[src/rtl/avalon_interval_timer.sv]
// Avalon-MM interval timer: prescaled down-counter with one-shot/periodic reload,
// sticky timeout flag, level interrupt and a registered one-cycle expiry pulse.
module avalon_interval_timer #(
    parameter int DATA_W     = 32,
    parameter int PRESCALE   = 50,
    parameter int PERIOD_RST = 1000
) (
    input  logic              clk_clk,
    input  logic              reset_reset,
    input  logic [1:0]        avs_address,
    input  logic              avs_read,
    input  logic              avs_write,
    input  logic [DATA_W-1:0] avs_writedata,
    output logic [DATA_W-1:0] avs_readdata,
    output logic              irq,
    output logic              timeout_pulse
);

    localparam int                PS_W        = (PRESCALE > 1) ? $clog2(PRESCALE) : 1;
    localparam logic [PS_W-1:0]   PS_LAST     = PS_W'(PRESCALE - 1);
    localparam logic [DATA_W-1:0] PERIOD_INIT = DATA_W'(PERIOD_RST);

    logic              run;
    logic              cont;
    logic              ie;
    logic              to_flag;
    logic [DATA_W-1:0] period;
    logic [DATA_W-1:0] counter;
    logic [PS_W-1:0]   prescaler;
    logic [DATA_W-1:0] rd_mux;
    logic              ctrl_wr;
    logic              status_wr;
    logic              period_wr;
    logic              tick;
    logic              expire;

    assign ctrl_wr   = avs_write && (avs_address == 2'd0);
    assign status_wr = avs_write && (avs_address == 2'd1);
    assign period_wr = avs_write && (avs_address == 2'd2);

    // A PERIOD write reloads the counter and swallows any tick of the same cycle.
    assign tick   = run && (prescaler == PS_LAST) && !period_wr;
    assign expire = tick && (counter == '0);
    assign irq    = to_flag & ie;

    always_comb begin
        rd_mux = '0;
        case (avs_address)
            2'd0:    rd_mux[2:0] = {ie, cont, run};
            2'd1:    rd_mux[1:0] = {run, to_flag};
            2'd2:    rd_mux      = period;
            default: rd_mux      = counter;
        endcase
    end

    always_ff @(posedge clk_clk) begin
        if (reset_reset) begin
            run           <= 1'b0;
            cont          <= 1'b0;
            ie            <= 1'b0;
            to_flag       <= 1'b0;
            period        <= PERIOD_INIT;
            counter       <= PERIOD_INIT;
            prescaler     <= '0;
            avs_readdata  <= '0;
            timeout_pulse <= 1'b0;
        end else begin
            // Starting from stopped restarts the prescale phase; a RUN=1 rewrite keeps it.
            if (period_wr || (ctrl_wr && avs_writedata[0] && !run)) begin
                prescaler <= '0;
            end else if (run) begin
                prescaler <= (prescaler == PS_LAST) ? '0 : prescaler + PS_W'(1);
            end

            if (period_wr) begin
                counter <= avs_writedata;
                period  <= avs_writedata;
            end else if (tick) begin
                counter <= expire ? period : counter - DATA_W'(1);
            end

            // A CTRL write overrides the one-shot auto-stop of the same cycle.
            if (ctrl_wr) begin
                run  <= avs_writedata[0];
                cont <= avs_writedata[1];
                ie   <= avs_writedata[2];
            end else if (expire && !cont) begin
                run <= 1'b0;
            end

            if (expire) begin
                to_flag <= 1'b1;
            end else if (status_wr && avs_writedata[0]) begin
                to_flag <= 1'b0;
            end

            timeout_pulse <= expire;

            if (avs_read) begin
                avs_readdata <= rd_mux;
            end
        end
    end

endmodule

[config.mk]
export PLATFORM = sky130hd
export DESIGN_NAME = avalon_interval_timer
export DESIGN_NICKNAME = d
export VERILOG_FILES = /design/src/rtl/avalon_interval_timer.sv
export SDC_FILE = /design/constraint.sdc
export NUM_CORES = 1
export LEC_CHECK = 0
export ABC_CLOCK_PERIOD_IN_PS = 2890
export BUFFER_PORTS_ARGS = -buffer_cell sky130_fd_sc_hd__buf_2
export CAP_MARGIN = 0
export CORE_MARGIN = 1
export CORE_UTILIZATION = 25
export CTS_CLUSTER_DIAMETER = 40
export DETAILED_ROUTE_END_ITERATION = 6
export SLEW_MARGIN = 30
export SYNTH_ARGS = -nofsm -noshare
export SYNTH_HDL_FRONTEND = slang
export SYNTH_SLANG_ARGS = --single-unit
[constraint.sdc]
create_clock -name clk_clk -period 2.89 [get_ports clk_clk]
set_input_delay 0.1445 -clock clk_clk [delete_from_list [all_inputs] [get_ports clk_clk]]
set_output_delay 0.1445 -clock clk_clk [all_outputs]
set_load 0.02 [all_outputs]
==> results.txt, run 1 <==
* Source of the critical timing path: counter[10]
- Top cell type by total area after synthesis: dfxtp_1
* CTS max path bufs: 2
* Total Power: ~3.2 mW
* Most instantiated library cell after synthesis: dfxtp_1
* Number of flip-flops and latches in the synthesized netlist: between 100 and 150
- Num CTS Buffers: 9
- Clock-pin slew was measured on the worst setup and hold paths at ~0.080 ns.
* Commonest cells in the synthesized netlist: dfxtp_1 (107), nand2_1 (82), a21oi_1 (77), nor2_1 (75), clkbuf_1 (37)
- A synthesized cell averages between 8 and 9 sq um.
- The worst pin sits at a relative slew slack of roughly 53%.
* Clk_lat worst skew: roughly 0.36 ns
- After synthesis, the largest family of logic cells by area is simple AND/OR/NAND/NOR gates.
- After technology mapping, the gate count stands at ~660.
- Layout-stage area growth over the synthesis result: 18.8%
* Crit path required time: roughly 3.1 ns
* Clk root buf: clkbuf_16
* Cell area power density: around 500 mW/mm^2
* Detail Route Antenna Nets: 0
- Final TNS setup: 0 ns
- GRT Residual Overflow: 0
- Routability congestion estimate: 0.840
* Pleak: between 2 and 3 nW
- In the final routed layout, each cell accounts on average for roughly 15 um.
- After synthesis, flip-flops and latches occupy between 40 and 50% of the total area.
- Wire length of the first global-routing pass: 25300 um
- Overall routed net length: ~16000 um
- Post-CTS Hold Buffers: 0
- Ratio of routed vias to standard cells: a little under 5
* Async set-or-reset flop fraction in the synthesized netlist: 0%
* Share of cells above drive strength 1: between 20% and 30%
- Once detailed placement completed, the half-perimeter wirelength came to between 10000 and 15000 um.
- By area the synthesized netlist is led by dfxtp_1 (40%), a21oi_1 (7.2%), mux2_2 (6.3%).
* Gates resized, CTS repair: 0
* Setup violators final: 0
- Largest fanout on the critical path: 7
- Summing the areas of all fa, ha and maj instances in the mapped netlist gives 0.703% of the synthesized area.
- The critical path in this run is classified as flop to flop.
- IO Count: 72
- Chip height: about 150 um
- Tightest Hold Check Type: primary input to flop
- Routed vias: a little under 5000
- Initial antenna violation count: 0
- Fmax achieved: about 370 MHz
- Starting utilization of the core area: between 20 and 30%
- In this run the core area contains 53 standard-cell rows.
* Category of the worst setup path launch point: flop
- Entering global routing, the biggest net connects 50 pins.
- The cell area that synthesis handed to floorplanning was 0.00534 sq mm.
- Total of buffers placed on input and output ports: roughly 70
- Across the run, the number of max-cap violations was 0.
- The synthesized design contains 0 enable-type register cells.
- The floorplan step defined a die boundary enclosing approximately 0.022 sq mm.
* Core box area: 0.0210 sq mm
- Outcome: finished clean
* Fraction of the mapped netlist area in simple logic gates: about a quarter
* Hold Startpoint: avs_writedata[6]
- Worst clock skew on the final layout: around 0.011 ns
- After synthesis, the share of cell area in mux cells is approximately 8.7%.
- Syn Nets: ~700
- Vias in the first global route: about 4700
- Actual transition at the worst max-transition pin: between 0.6 and 0.7 ns
* Post-CTS Setup Bufs: 0
- The clock net in this run drives a total of 107 sinks.
- Among all flip-flop cells after synthesis, the most frequent one is dfxtp_1.
- Number of nets in the layout: 764
- The number of antenna diodes in the final layout is 0.
* Width of the die: 148 um
* Setup slack on the worst flop-to-flop path: 0.16 ns
- IR analysis of the VDD net gives a maximum drop of about 0.22 mV.
* Warnings, synthesis: 0
- Data arrival time of the worst path: 2.99 ns
- H-tree levels: 3
- Starting DRT DRC Count: roughly 330
- TritonCTS built the clock tree.
* Post-synthesis xor/xnor area fraction: under 10%
- The first detailed-routing pass ran for 7 iterations.
* Endpoints failing hold: 0
- Number of remaining DRC errors: 0
- Area fraction in compound gates after synthesis: between 15 and 20%
- Number of slew-limit violations in the final report: 0
* Area share of the largest cell type after synthesis: between 40% and 50%
* Fin crit share: between 90% and 100%
* Overall global routing resource usage: between 10% and 20%
* RSZ-0062 raised after global routing: false
* Critical path capture point type: flop
- The worst register-to-register path begins at counter[10].
* Synth unique cells: 53
- Post-layout min period: about 2.7 ns
cells by family after synthesis:
kind of cell / count (synthesis)
buf+inv: 53
flops: 107
simple gates: 265
mux: 40
compound gates: 171
fa+ha+maj: 3
xor+xnor: 22
power breakdown:
group / total [mW] / switching (mW) / internal (mW)
registers: 1.58 / 0.0516 / 1.53
clock network: 1.21 / 0.615 / 0.599
logic: 0.364 / 0.214 / 0.149
total: 3.15 / 0.881 / 2.27
layout make-up:
type,instances,area [sq um]
tap,275,344
clock buffer,9,225
fill,2305,14600
timing repair buffer,96,546
sequential,107,2140
inverter,8,30.0
multi-input combinational,501,3000
clock inverter,7,60.1
routing by layer:
| metal | part of all wire [%] | global-route usage (%) |
|---|---|---|
| met1 | 49 | 20.7 |
| met2 | 45 | 22.2 |
| met3 | 4.5 | 2.67 |
| met4 | 1.8 | 5.67 |
| met5 | 0 | 0 |
through the flow:
step / cell area [sq um] / utilization (%) / std cells / hold slack [ns] / setup WS [ns]
after floorplan: 5340 / - / 661 / 0.269 / 0.277
after global placement: 6060 / 28.9 / 987 / 0.403 / 0.184
after detailed placement: 6060 / 28.9 / 987 / 0.406 / 0.172
after CTS: 6340 / 30.3 / 1003 / 0.0220 / 0.148
after global routing: 6340 / 30.3 / 1003 / 0.0379 / 0.0777
final: 6340 / 30.3 / 1003 / 0.0280 / 0.158
flip-flops by register name, indices dropped and copies added (netlist names):
name / count
timeout_pulse: 1
cont: 1
prescaler: 6
run: 1
counter: 32
avs_readdata: 32
to_flag: 1
ie: 1
period: 32
cells in the final DEF (no fill, tap or decap), types with 3 or more instances in the layout:
cell          n
mux2i_1       8
or3_1         7
o211ai_1      5
clkinvlp_4    3
inv_1         8
mux2_2       30
nor4_1        8
o31ai_1       4
xor2_1       17
nand2b_1      9
a31oi_1       7
o221ai_1      5
o22ai_1       8
nand3b_1      4
and2_1        3
o31a_1        4
a21oi_1      77
ha_1          3
nor3_1       18
nand2_1      82
buf_2        70
nor2_1       75
nand3_1       9
or4_1         6
dfxtp_1     107
xnor2_1       5
nor2b_1      29
a21boi_0     15
o21ai_0      25
a211oi_1      5
nand4_1       3
buf_4        26
clkbuf_16     9
worst max-delay path, cell delays in order (launching register included):
cell and delay, ns:
dfxtp_1 0.35, or4_4 0.56, or4_4 0.50, or3_1 0.51, nor2_2 0.33, nor4_1 0.09, o31a_1 0.28
final timing paths:
kind / cells after the start / end
max reg2reg: 6 / counter[18]
min reg2reg: 2 / period[9]
min: 3 / period[6]
max: 6 / counter[18]
No activity file was read; power rests on OpenSTA's default activity.
==> run 2: changes to the inputs <==
Settings changed: ABC_AREA set to 1.
==> results.txt, run 2 <==
- Fin crit share: 70.7%
* CTS max path bufs: 2
* Number of nets in the layout: 964
* Worst clock skew on the final layout: a little over 0.01 ns
* Total of buffers placed on input and output ports: between 70 and 80
- Dividing the detail-routed via count by the number of cells gives between 4 and 5.
- The worst setup path is launched from a flop.
- In the synthesized netlist the async set-or-reset flop fraction comes to 0%.
- The largest registers in the layout are avs_readdata: 32 flops, counter: 32 flops, period: 32 flops.
* CTS clock-pin slew for the worst setup and hold paths: around 0.080 ns
* Overall global routing resource usage: 15.0%
- The tool flagged a number of max-cap violations equal to 0.
- The floorplan step set the die width to about 150 um.
* GRT Residual Overflow: 0
* Area share of the largest cell type after synthesis: 36.9%
- Warnings, synthesis: 0
- Starting utilization of the core area: approximately a quarter
* Average detailed-routed wire length per instance: 14.2 um
* Placed wire-length estimate: about 13000 um
- In the global route stage, met3 resource usage came out at roughly 2.5%.
* Crit path required time: between 3 and 4 ns
- Setup violators final: 0
* H-tree levels: 3
- Num CTS Buffers: 9
* Synth Flop Type: dfxtp_1
* Endpoints failing hold: 0
- By startpoint and endpoint, the worst setup path is classified as flop to flop.
- Count of flip-flops with a built-in enable after synthesis: 0
- Most instantiated library cell after synthesis: nand2_1
- For this design, the sink count on the clock tree is roughly 110.
- The mapped netlist covers 0.00581 sq mm.
* Initial antenna violation count: 1
* Syn Nets: 918
- The path class of the tightest hold or removal check is primary input to flop.
- Fmax achieved: just under 500 MHz
* Met1 global-route usage: around 20%
* Register area: approximately 0.0021 sq mm
* Total die area: between 0.02 and 0.025 sq mm
* Pleak: between 3 and 4 nW
- Summed over all layers, the routed wires come to 17200 um.
* Rows: 55
- Global routing used approximately a quarter of the available met2 tracks.
- Data arrival time of the worst path: about 2.3 ns
- The detailed router placed roughly 5800 vias in this run.
- Gate count of the mapped netlist: about 880
- In this run, synthesis produced a sequential element count of between 100 and 150.
- IO Count: 72
- Number of slew-limit violations in the final report: 0
- The detail route stage leaves a number of antenna-violating nets equal to 0.
- The commonest cells after synthesis are nand2_1 (183), dfxtp_1 (107), inv_1 (105), nor2_1 (104), o21ai_0 (87).
- Largest voltage drop on the vdd net: 0.250 mV
- The worst path needs roughly 2.0 ns of the cycle, external delays included.
* Clk root buf: clkbuf_16
* Wire length of the first global-routing pass: approximately 28000 um
* Final Util: between 20 and 30%
- Detailed Routing Iterations Pass 1: 5
- The share of the Yosys chip area taken by registers is 36.9%.
* Gates resized, CTS repair: 0
- After routing, the total negative slack on setup checks comes to 0 ns.
- For the pin with the worst max-slew slack, the measured transition is 0.866 ns.
- The layer flagged by global routing as most heavily used is met2.
- Sorting the synthesized cells by area gives the leading types as dfxtp_1 (37%), nand2_1 (12%), o21ai_0 (7.5%).
- Outcome: finished clean
- Entering global routing, the biggest net connects 53 pins.
* Largest fanout on the critical path: 27
- Once the clock tree was built, the setup fixing pass inserted 0 buffers.
- Area of combinational cells with multiple inputs: 0.00306 sq mm
* Share of cells above drive strength 1: 14.3%
- Post-CTS Hold Buffers: 0
- Layout-stage area growth over the synthesis result: 14.6%
- Cell area power density: 490 mW/mm^2
* Synth unique cells: 38
* Top cell type by total area after synthesis: dfxtp_1
- In this run the tightest slew margin relative to its limit is 42.3%.
- For the worst-skew pair, the clock arrives at the later sink with an insertion delay of 0.36 ns.
- RSZ-0062 raised after global routing: false
- Leaving out fill and tap cells, the most frequent cells in the layout are nand2_1 (183), dfxtp_1 (107), inv_1 (105).
* TritonCTS clock tree: done
- Post-synthesis average cell area: between 6 and 7 sq um
- Routability congestion estimate: 0.930
- Core box area: 0.0227 sq mm
* Critical path capture point type: flop
- In this run the vertical extent of the chip is ~150 um.
- The first routing iteration left 378 violations.
- The via count of the first global-routing pass came to ~5500.
- Count of fill cells added during filler insertion: 2603
- The library cell used most frequently in the layout, excluding fill and tap cells, is nand2_1.
- Final antenna diode count: 0
- Number of remaining DRC errors: 0
==> run 2: cell types whose count changed in the layout (fill, tap and decap cells not counted), moves of 16 or more <==
cell,before,now
nor2_1,75,104
buf_4,26,7
inv_1,8,105
nand2_1,82,183
o21ai_0,25,87
mux2_2,30,0
nor2b_1,29,0
nor3_1,18,2
nand3_1,9,86
==> run 2: logic make-up after synthesis <==
group           synth area share, %
compound gates                 18.7
xor+xnor                       2.11
fa+ha+maj                     0.646
buf+inv                        10.6
flops                          36.9
simple gates                   31.1
==> run 2: worst max-delay path: stages (launching register included) <==
cell and delay [ns]:
dfxtp_1 0.34, inv_1 0.09, ha_1 0.16, nand3_1 0.07, nor2_1 0.29, nand2_1 0.15
nand2_2 0.23, inv_2 0.26, a21oi_1 0.23, a21oi_1 0.09
==> run 2: cell type report <==
type	instances	area share [%]
Sequential cell	107	32.2
Clock inverter	4	0.395
Clock buffer	12	3.70
Timing Repair Buffer	78	6.13
Inverter	113	6.37
Tap cell	285	5.36
Multi-Input combinational cell	614	45.9
==> run 2: final timing paths <==
check                                       end               from  slack, ns  cells past startpoint
worst min register to register  avs_readdata[9]    avs_readdata[9]       0.48                      2
worst max-delay path                counter[20]       prescaler[1]       0.85                      9
worst max register to register      counter[20]       prescaler[1]       0.85                      9
worst min-delay path                 period[26]  avs_writedata[26]       0.04                      3
==> run 2: power breakdown <==
part / internal (mW) / switching [mW] / total, mW / leakage (nW)
registers: 1.54 / 0.0529 / 1.59 / 0.875
logic: 0.159 / 0.333 / 0.492 / 2.00
clock network: 0.609 / 0.570 / 1.18 / 0.133
total: 2.31 / 0.956 / 3.26 / 3.01
==> run 2: layer usage <==
metal,wire length (um),vias up
met5,10,-
met3,964,16
met4,202,2
met2,7980,160
met1,8010,2627
li1,-,2945
==> run 2: metrics by stage <==
step / setup slack, ns / hold WS (ns) / cell area (sq um) / std cells / power (mW)
after global routing: 0.660 / 0.0461 / 6660 / 1213 / 3.42
after CTS: 0.862 / 0.0420 / 6660 / 1213 / 3.29
final: 0.848 / 0.0412 / 6660 / 1213 / 3.26
after detailed placement: 0.792 / 0.408 / 6390 / 1197 / 2.12
after global placement: 0.831 / 0.402 / 6390 / 1197 / 2.12
after floorplan: 1.27 / 0.277 / 5810 / 877 / 1.96
